## src/rtl/iir_cascade.sv

```systemverilog
// Cascade of first-order shift-coefficient IIR low-pass stages.
// A single time-multiplexed datapath evaluates one stage per clock.
// Each stage holds DATAWIDTH+GUARD bits of state and applies
//   s <= s + ((x - s) >>> a)
// The result always lies between s and x, so the update can never overflow.

// One stage update. Combinational; it is shared by every stage in turn.
module iir_stage_alu #(
  parameter int W      = 24,
  parameter int SHIFTW = 4
) (
  input  logic signed [W-1:0]      x,
  input  logic signed [W-1:0]      s,
  input  logic        [SHIFTW-1:0] a,
  input  logic                     pass,
  output logic signed [W-1:0]      y
);
  logic signed [W:0] diff, step, sum;
  logic        [31:0] amt;
  logic               unused_msb;

  // One guard bit on the difference keeps (x - s) exact. The sum lands back in W bits.
  always_comb begin
    amt  = (32'(a) > 32'(W)) ? 32'(W) : 32'(a);
    diff = {x[W-1], x} - {s[W-1], s};
    step = diff >>> amt;
    sum  = {s[W-1], s} + step;
    y    = (pass || a == '0) ? x : sum[W-1:0];
  end

  assign unused_msb = sum[W];
endmodule

// Top level: start and done handshake, stage sequencing, and the state file.
module iir_cascade #(
  parameter int DATAWIDTH = 16,
  parameter int STAGES    = 2,
  parameter int SHIFTW    = 4,
  parameter int GUARD     = 8
) (
  input  logic                        clk,
  input  logic                        rst,
  input  logic                        clear,
  input  logic                        once,
  input  logic signed [DATAWIDTH-1:0] in,
  input  logic [STAGES*SHIFTW-1:0]    shifts,
  input  logic [STAGES-1:0]           bypass,
  output logic                        busy,
  output logic                        done,
  output logic signed [DATAWIDTH-1:0] out
);
  localparam int W  = DATAWIDTH + GUARD;
  localparam int KW = (STAGES > 1) ? $clog2(STAGES) : 1;

  typedef enum logic {IDLE, RUN} state_t;

  state_t                         state, state_nx;
  logic [KW-1:0]                  k, k_nx;
  logic                           last, accept;
  logic [STAGES-1:0][SHIFTW-1:0]  sh_q;
  logic [STAGES-1:0]              byp_q;
  logic [STAGES-1:0][W-1:0]       s;
  logic signed [W-1:0]            x, y;

  assign last   = (state == RUN) && (k == KW'(STAGES - 1));
  // A new sample may enter while idle, or on the final-stage edge for back-to-back operation.
  assign accept = once && !clear && ((state == IDLE) || last);

  iir_stage_alu #(.W(W), .SHIFTW(SHIFTW)) u_alu (
    .x    (x),
    .s    ($signed(s[k])),
    .a    (sh_q[k]),
    .pass (byp_q[k]),
    .y    (y)
  );

  // Next-state logic: clear wins, then acceptance, then the stage walk.
  always_comb begin
    state_nx = state;
    k_nx     = k;
    if (clear) begin
      state_nx = IDLE;
      k_nx     = '0;
    end else if (accept) begin
      state_nx = RUN;
      k_nx     = '0;
    end else if (state == RUN) begin
      if (last) begin
        state_nx = IDLE;
        k_nx     = '0;
      end else begin
        k_nx = k + 1'b1;
      end
    end
  end

  // State register. busy is registered, so it follows the next state.
  always_ff @(posedge clk or negedge rst) begin
    if (!rst) begin
      state <= IDLE;
      k     <= '0;
      busy  <= 1'b0;
    end else begin
      state <= state_nx;
      k     <= k_nx;
      busy  <= (state_nx == RUN);
    end
  end

  // Datapath: stage update, output register, and sample and coefficient capture.
  always_ff @(posedge clk or negedge rst) begin
    if (!rst) begin
      s     <= '0;
      x     <= '0;
      out   <= '0;
      done  <= 1'b0;
      sh_q  <= '0;
      byp_q <= '0;
    end else if (clear) begin
      s    <= '0;
      x    <= '0;
      out  <= '0;
      done <= 1'b0;
    end else begin
      done <= 1'b0;
      if (state == RUN) begin
        s[k] <= y;
        x    <= y;
        if (last) begin
          // Dropping the guard bits of a two's complement value is a floor shift.
          out  <= y[W-1:GUARD];
          done <= 1'b1;
        end
      end
      // This assignment comes last, so a sample accepted on the final edge overrides the x write-back.
      if (accept) begin
        x     <= W'(in) <<< GUARD;
        sh_q  <= shifts;
        byp_q <= bypass;
      end
    end
  end
endmodule
```

## config.mk

```make
export PLATFORM = sky130hd
export DESIGN_NAME = iir_cascade
export DESIGN_NICKNAME = d
export VERILOG_FILES = /design/src/rtl/iir_cascade.sv
export SDC_FILE = /design/constraint.sdc
export NUM_CORES = 1
export LEC_CHECK = 0
export ABC_AREA = 1
export BUFFER_PORTS_ARGS = -buffer_cell sky130_fd_sc_hd__buf_4
export CAP_MARGIN = 5
export CORE_MARGIN = 4
export CORE_UTILIZATION = 63
export CTS_CLUSTER_SIZE = 40
export DETAILED_ROUTE_END_ITERATION = 12
export GPL_ROUTABILITY_DRIVEN = 0
export GPL_TIMING_DRIVEN = 0
export PLACE_DENSITY = 0.83
export SYNTH_ARGS = -nofsm -noshare
export SYNTH_HDL_FRONTEND = slang
export SYNTH_HIERARCHICAL = 1
export SYNTH_SLANG_ARGS = --single-unit
```

## constraint.sdc

```tcl
create_clock -name clk -period 6.4 [get_ports clk]
set_input_delay 1.28 -clock clk [delete_from_list [all_inputs] [get_ports clk]]
set_output_delay 1.28 -clock clk [all_outputs]
set_load 0.02 [all_outputs]
```

==> impl_metrics.tcl <==
set metrics [dict create \
    max_clock_freq_mhz 167 \
    cp-end-kind "flop" \
    worstHoldStart "byp_q[0]" \
    place_area_sq_mm 0.00901 \
    nets 1435 \
    avgRoutedWirePerCell_um 16.4 \
    synthTopCellsByArea "dfrtp_1 (30%), nand2_1 (17%), nand3_1 (12%)" \
    cpMostUsedCell "nand3_1" \
    globalRoute.totalOverflow 0 \
    synthDistinctLibCells 39 \
    synth_cells 1295 \
    antenna_found_initial 0 \
    min_path_cells 2 \
    place_hpwl_um 20100 \
    cts_setup_buffers 0 \
    fin_worst_skew_ns 0.00931 \
    grt_pass1_vias 8246 \
    period_share_pct 93.3 \
    reg2reg_slack_ns 0.43 \
    syn_area_per_cell_sq_um 6.51 \
    required_ns 6.64 \
    whs_endpoint "byp_q[0]" \
    slew_viol_final 0 \
    viasPerCell 5.90 \
    drtPass1Iterations 5 \
    synth_top_area_share_pct 30.0 \
    die_area_sq_mm 0.0153 \
    synth_nets 1376 \
    critPathLaunchType "flop" \
    fin_crit_ns 5.97 \
    ys_seq_elements 101 \
    dpl_worst_slack_ns 0.371 \
    drcViolationCount 0 \
    grt_max_degree 102 \
    rsz0062_at_grt "no" \
    async_flop_share_pct 100 \
    r2r_start "k" \
    cp-startpoint "k" \
    maxCapViolCount 0 \
    routed_wl_um 25200 \
    synth_commonest_cells "nand2_1 (373), nand3_1 (202), inv_1 (158)" \
    yosys.area.top_type "dfrtp_1" \
    die_width_um 124 \
    clkTransAtPathRegs_ns 0.07 \
    timing.rr.end "x[18]" \
    cts_buffers 9 \
    syn_area_sq_mm 0.00843 \
    setup_viol 0 \
    cts_hold_buf 0 \
    row_count 42 \
    fillCellCount 1147 \
    cpMaxStageDelayCell "dfrtp_1" \
    finalWorstSetupSlack_ns 0.427 \
    io_pins 48 \
    critPathMaxFanout 10 \
    num_antenna_cells 0 \
    grt_pass1_wl_um 39900 \
    timing.hold.ws_ns 0.480 \
    drive_gt1_share_pct 9.86 \
    yosysMostFrequentCell "nand2_1" \
    cts_resized 0 \
    syn_to_final_growth_pct 10.9 \
    arrival_ns 6.21 \
    die_h_um 124 \
    cts_root_buf "clkbuf_16" \
    slowest_delay_ns 0.41 \
    min_path_type "flop to flop" \
    synthFlopType "dfrtp_1" \
    ys_seq_area_share_pct 30.0 \
    fin_area_sq_mm 0.00936 \
    finalSetupTns_ns 0 \
    clock_sinks 101 \
    grtUsageTotal_pct 33.5 \
    clockBufferDepth 2 \
    cts_tree "yes" \
    first_iter_violations 902 \
    synth_edf_count 0 \
    htree_levels 3 \
    clk-insertion-delay-late_ns 0.35 \
    portBuffers 47 \
    drt.antenna.violating_nets 0 \
    final-hold-violation-count 0 \
    worst_slew_pin_slew_ns 0.705 \
    slew_headroom_pct 52.5 \
    status "finished clean" \
    yosys_warnings 6 \
    core_area_sq_mm 0.0132 \
    critPathKind "flop to flop" \
    initial_utilization_pct 63.9 \
    vias 9057 \
    worst_r2r_path_depth 32 \
]
[per-layer routing]
| layer | wire [um] | global-route usage (%) | share of wire [%] | up-vias |
|---|---|---|---|---|
| met4 | 1150 | 15.1 | 4.6 | 0 |
| met5 | 0 | 0 | 0 | - |
| li1 | - | - | - | 4395 |
| met1 | 10400 | 45.3 | 41 | 4167 |
| met3 | 2310 | 4.86 | 9.2 | 70 |
| met2 | 11300 | 53.4 | 45 | 425 |
[registers in the layout, indices dropped and copies added (netlist names)]
signal  count
byp_q       2
state       1
x          24
k           1
done        1
s          48
out        16
sh_q        8
[worst max-delay path: cells and delay by family, from the launching register on]
kind | cells | cell delay (ns)
fa+ha+maj | 3 | 0.99
compound gates | 11 | 1.89
xor+xnor | 2 | 0.28
buf+inv | 4 | 0.73
flops | 1 | 0.41
simple gates | 12 | 1.53
[cell type report]
cell class / instances / area [sq um] / area share [%]
clock inverter: 6 / 77.6 / 0.829
tap: 176 / 220 / 2.35
sequential: 101 / 2530 / 27.0
inverter: 164 / 616 / 6.58
clock buffer: 10 / 239 / 2.55
multi-input combinational: 976 / 5060 / 54.1
timing repair buffer: 48 / 380 / 4.07
buffer: 54 / 231 / 2.47
[stage by stage]
step                cells  util, %
floorplan            1295        -
global placement     1518     68.3
detailed placement   1518     68.3
CTS                  1534     70.7
global route         1535     70.9
finish               1535     70.9
[worst max path at each step]
stage          endpoint  slack [ns]  cells after the start
2_1_floorplan     x[18]        1.49                     33
3_3_place_gp      x[18]        0.42                     33
3_5_place_dp      x[18]        0.37                     33
4_1_cts           x[18]        0.30                     33
5_1_grt           x[18]        0.02                     34
6_report          x[18]        0.43                     32
[placed cells by master (no fill, tap or decap), drive strengths merged]
cell        n
clkbuf     37
bufinv      1
o221ai      2
o211ai      7
xor2       10
o21bai      5
fa          2
a21boi      1
a22oi       1
o21ai     110
a31o        3
a21o        2
clkinv      2
nand2     385
o22ai      24
nand3     205
nor4        1
nand4      12
clkinvlp    1
nor2       46
o21a        1
a31oi       9
xnor2       9
a21oi      64
buf        75
dfrtp     101
or2        15
inv       166
nor3       13
ha         49
[cell families (layout without fill, tap and decap cells)]
group	after synthesis	after routing	share of synthesized area, %
compound gates	229	229	15.1
xor+xnor	19	19	1.97
fa+ha+maj	51	51	7.74
buf+inv	218	282	10.0
flops	101	101	30.0
simple gates	677	677	35.2
Power is left out: the tool's default activity adds up to more than one toggle a clock period on the data nets, which glitch-free logic cannot reach.
